`src/rtl/root_job_scheduler.sv`:
```
// root_job_scheduler
//   Shares one root engine (10b radicand, 3b degree -> 20b root) among
//   NUM_REQ requesters. Round-robin grant, one job in flight. The result goes
//   back tagged with the requester id. Jobs with degree 0 are rejected without
//   using the engine. A job is aborted if the engine does not answer within
//   TIMEOUT cycles.
// Ports
//   clk, rst_n                 clock, synchronous active-low reset
//   req_valid/radicand/degree  packed per-requester job requests (slice i)
//   req_ready                  one-hot accept, combinational, only in IDLE
//   eng_in_valid/data_1/data_2 engine start strobe and operands
//   eng_out_valid/data         engine result
//   rsp_valid/id/data/err/timeout  one-cycle registered response
//   busy                       high whenever the FSM is not IDLE
module root_job_scheduler #(
  parameter int unsigned NUM_REQ = 4,
  parameter int unsigned TIMEOUT = 64,
  localparam int unsigned ID_W  = (NUM_REQ > 1) ? $clog2(NUM_REQ) : 1,
  localparam int unsigned RAD_W = 10,
  localparam int unsigned DEG_W = 3,
  localparam int unsigned RES_W = 20
) (
  input  logic                     clk,
  input  logic                     rst_n,
  input  logic [NUM_REQ-1:0]       req_valid,
  input  logic [NUM_REQ*RAD_W-1:0] req_radicand,
  input  logic [NUM_REQ*DEG_W-1:0] req_degree,
  output logic [NUM_REQ-1:0]       req_ready,
  output logic                     eng_in_valid,
  output logic [RAD_W-1:0]         eng_in_data_1,
  output logic [DEG_W-1:0]         eng_in_data_2,
  input  logic                     eng_out_valid,
  input  logic [RES_W-1:0]         eng_out_data,
  output logic                     rsp_valid,
  output logic [ID_W-1:0]          rsp_id,
  output logic [RES_W-1:0]         rsp_data,
  output logic                     rsp_err,
  output logic                     rsp_timeout,
  output logic                     busy
);

  localparam int unsigned CNT_W = (TIMEOUT > 1) ? $clog2(TIMEOUT) : 1;

  typedef enum logic [2:0] {
    S_IDLE,
    S_ISSUE,
    S_WAIT,
    S_RESP,
    S_DRAIN
  } state_e;

  state_e             state_q, state_d;
  logic [ID_W-1:0]    rr_q, rr_d;
  logic [ID_W-1:0]    id_q, id_d;
  logic [RAD_W-1:0]   rad_q, rad_d;
  logic [DEG_W-1:0]   deg_q, deg_d;
  logic [CNT_W-1:0]   cnt_q, cnt_d;
  logic [RES_W-1:0]   res_q, res_d;
  logic               err_q, err_d;
  logic               to_q, to_d;
  logic               eng_vld_q, eng_vld_d;
  logic               rsp_valid_q, rsp_valid_d;
  logic [ID_W-1:0]    rsp_id_q, rsp_id_d;
  logic [RES_W-1:0]   rsp_data_q, rsp_data_d;
  logic               rsp_err_q, rsp_err_d;
  logic               rsp_to_q, rsp_to_d;
  logic               busy_q, busy_d;

  logic [RAD_W-1:0]   rad_arr [NUM_REQ];
  logic [DEG_W-1:0]   deg_arr [NUM_REQ];
  logic               grant_vld;
  logic [ID_W-1:0]    grant_id;

  // Unpack the per-requester operand slices
  for (genvar gi = 0; gi < NUM_REQ; gi++) begin : g_unpack
    assign rad_arr[gi] = req_radicand[gi*RAD_W +: RAD_W];
    assign deg_arr[gi] = req_degree[gi*DEG_W +: DEG_W];
  end

  // Round-robin pick: first requester at or after the pointer, wrapping
  always_comb begin : grant_sel
    int unsigned idx;
    idx       = 0;
    grant_vld = 1'b0;
    grant_id  = '0;
    for (int unsigned i = 0; i < NUM_REQ; i++) begin
      idx = 32'(rr_q) + i;
      if (idx >= NUM_REQ) idx = idx - NUM_REQ;
      if (!grant_vld && req_valid[ID_W'(idx)]) begin
        grant_vld = 1'b1;
        grant_id  = ID_W'(idx);
      end
    end
  end

  // Next-state and output logic
  always_comb begin
    state_d     = state_q;
    rr_d        = rr_q;
    id_d        = id_q;
    rad_d       = rad_q;
    deg_d       = deg_q;
    cnt_d       = cnt_q;
    res_d       = res_q;
    err_d       = err_q;
    to_d        = to_q;
    eng_vld_d   = 1'b0;
    rsp_valid_d = 1'b0;
    rsp_id_d    = '0;
    rsp_data_d  = '0;
    rsp_err_d   = 1'b0;
    rsp_to_d    = 1'b0;
    req_ready   = '0;

    unique case (state_q)
      S_IDLE: begin
        if (grant_vld) begin
          req_ready[grant_id] = 1'b1;
          id_d  = grant_id;
          rad_d = rad_arr[grant_id];
          deg_d = deg_arr[grant_id];
          rr_d  = (grant_id == ID_W'(NUM_REQ - 1)) ? '0 : grant_id + ID_W'(1);
          res_d = '0;
          to_d  = 1'b0;
          err_d = (deg_arr[grant_id] == '0);
          if (deg_arr[grant_id] == '0) begin
            state_d = S_RESP;
          end else begin
            state_d   = S_ISSUE;
            eng_vld_d = 1'b1;
          end
        end
      end
      S_ISSUE: begin
        cnt_d   = '0;
        state_d = S_WAIT;
      end
      S_WAIT: begin
        // A result arriving on the last allowed cycle still counts as a result
        if (eng_out_valid) begin
          res_d   = eng_out_data;
          state_d = S_RESP;
        end else if (cnt_q == CNT_W'(TIMEOUT - 1)) begin
          res_d   = '0;
          to_d    = 1'b1;
          state_d = S_RESP;
        end else begin
          cnt_d = cnt_q + CNT_W'(1);
        end
      end
      S_RESP: begin
        rsp_valid_d = 1'b1;
        rsp_id_d    = id_q;
        rsp_data_d  = res_q;
        rsp_err_d   = err_q;
        rsp_to_d    = to_q;
        state_d     = S_DRAIN;
      end
      S_DRAIN: begin
        // Engine may hold out_valid for several cycles; let it fall first
        if (!eng_out_valid) state_d = S_IDLE;
      end
      default: state_d = S_IDLE;
    endcase

    busy_d = (state_d != S_IDLE);
  end

  // State and output registers
  always_ff @(posedge clk) begin
    if (!rst_n) begin
      state_q     <= S_IDLE;
      rr_q        <= '0;
      id_q        <= '0;
      rad_q       <= '0;
      deg_q       <= '0;
      cnt_q       <= '0;
      res_q       <= '0;
      err_q       <= 1'b0;
      to_q        <= 1'b0;
      eng_vld_q   <= 1'b0;
      rsp_valid_q <= 1'b0;
      rsp_id_q    <= '0;
      rsp_data_q  <= '0;
      rsp_err_q   <= 1'b0;
      rsp_to_q    <= 1'b0;
      busy_q      <= 1'b0;
    end else begin
      state_q     <= state_d;
      rr_q        <= rr_d;
      id_q        <= id_d;
      rad_q       <= rad_d;
      deg_q       <= deg_d;
      cnt_q       <= cnt_d;
      res_q       <= res_d;
      err_q       <= err_d;
      to_q        <= to_d;
      eng_vld_q   <= eng_vld_d;
      rsp_valid_q <= rsp_valid_d;
      rsp_id_q    <= rsp_id_d;
      rsp_data_q  <= rsp_data_d;
      rsp_err_q   <= rsp_err_d;
      rsp_to_q    <= rsp_to_d;
      busy_q      <= busy_d;
    end
  end

  assign eng_in_valid  = eng_vld_q;
  assign eng_in_data_1 = rad_q;
  assign eng_in_data_2 = deg_q;
  assign rsp_valid     = rsp_valid_q;
  assign rsp_id        = rsp_id_q;
  assign rsp_data      = rsp_data_q;
  assign rsp_err       = rsp_err_q;
  assign rsp_timeout   = rsp_to_q;
  assign busy          = busy_q;

endmodule
```
`config.mk`:
```
export PLATFORM = sky130hd
export DESIGN_NAME = root_job_scheduler
export DESIGN_NICKNAME = d
export VERILOG_FILES = /design/src/rtl/root_job_scheduler.sv
export SDC_FILE = /design/constraint.sdc
export NUM_CORES = 1
export LEC_CHECK = 0
export BUFFER_PORTS_ARGS = -buffer_cell sky130_fd_sc_hd__buf_4
export CELL_PAD_IN_SITES_DETAIL_PLACEMENT = 0
export CELL_PAD_IN_SITES_GLOBAL_PLACEMENT = 1
export CORE_ASPECT_RATIO = 0.9
export CORE_UTILIZATION = 31
export DETAILED_ROUTE_END_ITERATION = 12
export HOLD_SLACK_MARGIN = 0.05
export PLACE_DENSITY_LB_ADDON = 0.1
export SYNTH_ARGS = -nofsm -noshare
export SYNTH_HDL_FRONTEND = slang
export SYNTH_SLANG_ARGS = --single-unit
```
`constraint.sdc`:
```
create_clock -name clk -period 2 [get_ports clk]
set_clock_uncertainty 0.05 [all_clocks]
set_input_delay 0 -clock clk [delete_from_list [all_inputs] [get_ports clk]]
set_output_delay 0 -clock clk [all_outputs]
set_load 0.005 [all_outputs]
```
; ---- Word level (Yosys, flattened, before mapping)
; Cells that the tools add are included.
[totals]
regBits = 75
inputBits = 79
output_inout_bits = 44
[classes]
n_eq_ne = 11
n_addsub = 9
n_mux = 50
n_bitwise = 1
reduce_logical = 18
n_lt_le_gt_ge = 11
[ops]
columns = cell, count
row1 = two-way mux 20 bit, 3
row2 = case mux 20 bit (2 select lines), 1
row3 = binary-select mux 10 bit (select 2 bit), 1
row4 = two-way mux 10 bit, 2
row5 = two-way mux 2 bit, 10
row6 = two-way mux 3 bit, 6
row7 = < comparator 2 x 3 -> 1 bit (second input constant), 5
row8 = case mux 3 bit (5 select lines), 1
row9 = two-way mux 1 bit, 14
row10 = >= comparator 3 bit (second input constant), 4
row11 = two-way mux 6 bit, 2
row12 = case mux 6 bit (2 select lines), 1
row13 = AND reduction 3 bit, 3
row14 = binary-select mux 1 bit (select 2 bit), 4
row15 = two-way mux 4 bit, 2
row16 = != test 2 bit (second input constant), 4
row17 = subtractor 2 x 1 -> 2 bit (second input constant), 4
row18 = adder 2 x 2 -> 3 bit (second input constant), 2
row19 = adder 6 x 1 -> 6 bit (second input constant), 1
row20 = binary-select mux 3 bit (select 2 bit), 1
row21 = equality test 3 x 2 -> 1 bit (second input constant), 2
row22 = equality test 6 bit (second input constant), 1
row23 = zero test 3 bit, 2
row24 = logical AND 1 bit, 4
row25 = other kinds (16), 20

; ---- Logic depth before layout (Yosys ltp)
[logic_depth]
ltp_word = 23
depth_mapped = 9
mapped_depth_nobuf = 7

; ---- Worst setup path after synthesis
; OpenSTA, ideal clock, no wires.
[synth_path]
path_type = flip-flop to flip-flop
start = register rr_q[1]
end = register rr_q[1]
slack_ps = -8
path_stages_with_launch = 10
synth_period_minus_slack_ps = 2008
required_time_ps = 1818
setup_ps = 132
arrival_time_ps = 1826
cell_sequence = dfxtp_1 mux2i_1 nor2_1 or3_1 buf_6 clkinv_4 clkbuf_1 ha_1 nand2_1 a21oi_1
[synth_between]
elab_chain_len = 16
word_cells_on_any_way = 41
[synth_lines]
columns = item, line_no
row1 = start: declaration, 53  ; logic [ID_W-1:0] rr_q, rr_d;
row2 = start signal: assignment, 190  ; rr_q <= rr_d;
row3 = branches (longest 13 deep; another with adder 2 x 1 -> 3 bit), -
row4 = two-way mux 2 bit (*), 89  ; if (!grant_vld && req_valid[ID_W'(idx)]) begin
row5 = net grant_id[0], 72  ; logic [ID_W-1:0] grant_id;
row6 = adder 2 x 1 -> 2 bit / equality test 2 bit (equally long branches), 122  ; rr_d = (grant_id == ID_W'(NUM_REQ - 1)) ? '0 : grant_id + ID_W'(1);
row7 = two-way mux 2 bit (*), 122
; Mark *: on every way through the listed nets, which the timed path passes. The select of a mux whose other input is x is not followed.
; A chain may end at the register's enable or synchronous reset.

; ---- Worst setup path in the final report
[layout_path]
start = register rr_q[1]
end = output req_ready[2]
[layout_between]
elab_chain_len = 20
word_cells_on_any_way = 44
[layout_lines]
columns = item, line_no
row1 = branches (longest 18 deep; another with adder 2 x 1 -> 3 bit), -
row2 = two-way mux 4 bit (*), 117  ; if (grant_vld) begin
row3 = two-way mux 4 bit (*), 115  ; unique case (state_q)
row4 = end: declaration, 28  ; output logic [NUM_REQ-1:0] req_ready,
; Mark *: on every way between the ends. The select of a mux whose other input is x is not followed.

==> impl_metrics.tcl <==
set metrics [dict create \
    grt_pass1_wl_mm 14.5 \
    cts_buffers 9 \
    drc 0 \
    start_util_pct 32.1 \
    arrival_ns 1.92 \
    antenna_found_initial 0 \
    hold_path_class "input pin to flip-flop" \
    grt_use_total_pct 17.7 \
    clk_latency_ns 0.34 \
    outcome "complete, no violations" \
    synth_ff_type "dfxtp_1" \
    synth-edff-count 0 \
    row_count 34 \
    cts_tree "yes" \
    drt_iter0_markers 65 \
    async_reset_ff_share_pct 0 \
    switching_share_pct 30.5 \
    grt-ovfl-total 0 \
    htree_num_levels 3 \
    max_stage_delay_ns 0.42 \
    p_total_uw 4850 \
    dp_hpwl_mm 6.02 \
    cts_sinks 75 \
    power_frac_seq_pct 35.7 \
    coreArea_um2 9700 \
    worst_path_max_delay_cell "or3_4" \
    antenna_cells 0 \
    ys_seq_area_share_pct 48.2 \
    vias 3140 \
    fillerInstances 903 \
    setup_ws_ns 0.0264 \
    drv_cap 0 \
    die_y_um 97.1 \
    dieArea_um2 10500 \
    maxSlewHeadroom_pct 66.3 \
    fmax_ghz 0.507 \
    avgRoutedWirePerCell_um 13.4 \
    io_buffers 122 \
    layout_common_cells "buf_4, dfxtp_1, nand2_1" \
    first_global_vias 3120 \
    finalCriticalPeriod_ns 1.97 \
    clockBufferDepth 2 \
    combPwrFrac_pct 35.7 \
    pin_count 123 \
    die_w_um 108 \
    startpoint_type "flip-flop" \
    worst_pin_slew_ns 0.501 \
    power_density_nw_per_um2 941 \
    mostFrequentLayoutCell "buf_4" \
    crit_type "flip-flop to primary output" \
    cts.clk_slew.worst_paths_ns 0.08 \
    drive_gt1_share_pct 35.3 \
    power.internal_uw 3370 \
    syn-cell-area_um2 3120 \
    cp_common_cell "buf_6" \
    clock-root-buffer "clkbuf_8" \
    ant_nets 0 \
    vdd_ir_drop_max_mv 0.397 \
    path_max_fanout 3 \
    nets 618 \
    grt_max_degree 30 \
    ys_warn_count 0 \
    grt_setup_unrepaired "yes" \
    wirelength_mm 8.91 \
    gp_congestion 0.773 \
    area_growth_syn_to_layout_pct 65.2 \
    synth_cell_types 45 \
    p_leak_uw 0.00222 \
    crit_chain "buf_6 -> nand2b_4 -> a21oi_2 -> or3_4 -> buf_6 -> ha_4 -> and2_4 -> buf_6" \
    synthCells 356 \
    switchingPower_uw 1480 \
    first_pass_iters 4 \
    end_kind "primary output" \
    slew_violations 0 \
    ys_ff_latch 75 \
    setup_viol 0 \
    worstPathRequired_ns 1.95 \
    synth_area_per_cell_um2 8.76 \
    hold_violations 0 \
    p_clk_share_pct 28.5 \
    vias_per_cell 4.73 \
    place_worst_setup_slack_ns 0.00624 \
    min_period_over_period_pct 98.7 \
    synth_nets 440 \
]
## cell usage after synthesis, types with 2 or more instances
cell type | number | area, um^2
nor4_1 | 3 | 18.8
ha_1 | 5 | 62.6
a211oi_1 | 10 | 75.1
nand2b_1 | 6 | 37.5
buf_2 | 4 | 20.0
nand4_1 | 4 | 25.0
nor2_1 | 35 | 131
nand2_1 | 44 | 165
or3_1 | 2 | 12.5
nand3_1 | 15 | 75.1
dfxtp_1 | 75 | 1500
inv_1 | 4 | 15.0
clkbuf_1 | 18 | 67.6
o21ai_0 | 9 | 45.0
and2_1 | 28 | 175
a22oi_1 | 20 | 150
mux2i_1 | 2 | 20.0
a21oi_1 | 23 | 115
nor2b_1 | 3 | 18.8
a21boi_0 | 10 | 75.1
a311o_1 | 10 | 100
xor2_1 | 3 | 26.3
## cell families after synthesis
family                     share of synthesized area (%)
muxes                                               1.00
xor gates and xnor gates                           0.843
DFF                                                 48.2
adders and majority gates                           2.01
buffers and inverters                               4.29
and+or+nand+nor                                     22.6
AOI/OAI and AO/OA                                   21.1
## registers in the layout, summed over array words and instances (netlist names)
name and flops:
rsp_valid 1, eng_in_data_2 3, rsp_data 20, rr_q 2, cnt_q 6, eng_in_data_1 10, eng_in_valid 1, res_q 20
state_q 3, busy 1, rsp_err 1, rsp_timeout 1, to_q 1, rsp_id 2, id_q 2, err_q 1
## critical path, delay by kind of cell, from the launching register on
kind / cells / cell delay, ns
and+or+nand+nor: 3 / 0.66
DFF: 1 / 0.37
buffers and inverters: 3 / 0.36
adders and majority gates: 1 / 0.15
AOI/OAI and AO/OA: 1 / 0.05
## path summary, 6_finish.rpt
kind | from | end | slack (ns) | cells after the start
max | rr_q[1] | req_ready[2] | 0.03 | 8
max reg2reg | rr_q[1] | state_q[1] | 0.04 | 10
min reg2reg | res_q[14] | rsp_data[14] | 0.41 | 1
min | req_degree[10] | eng_in_data_2[1] | 0.07 | 5
## power by group through the flow
stage / clock [uW] / sequential [uW] / combinational [uW]
final: 1380 / 1730 / 1730
after global routing: 1510 / 1750 / 1900
after CTS: 1430 / 1730 / 1650
after detailed placement: 0 / 1760 / 1440
after global placement: 0 / 1760 / 1430
after floorplan: 0 / 1750 / 807
## area by class of cell
cell class | instances | area, um^2 | area share (%)
Inverter | 7 | 36.3 | 0.704
Multi-Input combinational cell | 250 | 1580 | 30.7
Sequential cell | 75 | 1510 | 29.2
Clock inverter | 6 | 115 | 2.23
Tap cell | 126 | 158 | 3.06
Timing Repair Buffer | 191 | 1630 | 31.7
Clock buffer | 9 | 124 | 2.40
## through the flow
step	setup TNS, ns	cell area [um^2]	hold WS [ns]	util [%]	instances
2_1_floorplan	0	3120	0.0884	-	356
4_1_cts	0	5060	0.0548	52.2	663
5_1_grt	-0.256	5150	0.0762	53.1	664
3_3_place_gp	0	4280	0.185	44.1	599
3_5_place_dp	0	4280	0.193	44.1	599
6_report	0	5150	0.0720	53.1	664
## routing by layer
metal / track usage (%) / routed length, um / part of all wire (%)
met5: 0 / 0 / 0
met4: 5.06 / 80 / 0.90
met3: 5.43 / 485 / 5.4
met2: 28.9 / 4300 / 48
met1: 22.4 / 4050 / 45
## repair_timing
action                     in CTS  in global routing
setup endpoints to repair       7                 17
cloned                          1                  0
setup buffers                   6                  1
hold endpoints to repair       38                  0
pin swaps                       2                  3
gates resized for setup        12                 21
hold buffers                   42                  0
Note: power is estimated with default switching activity, not from simulation.
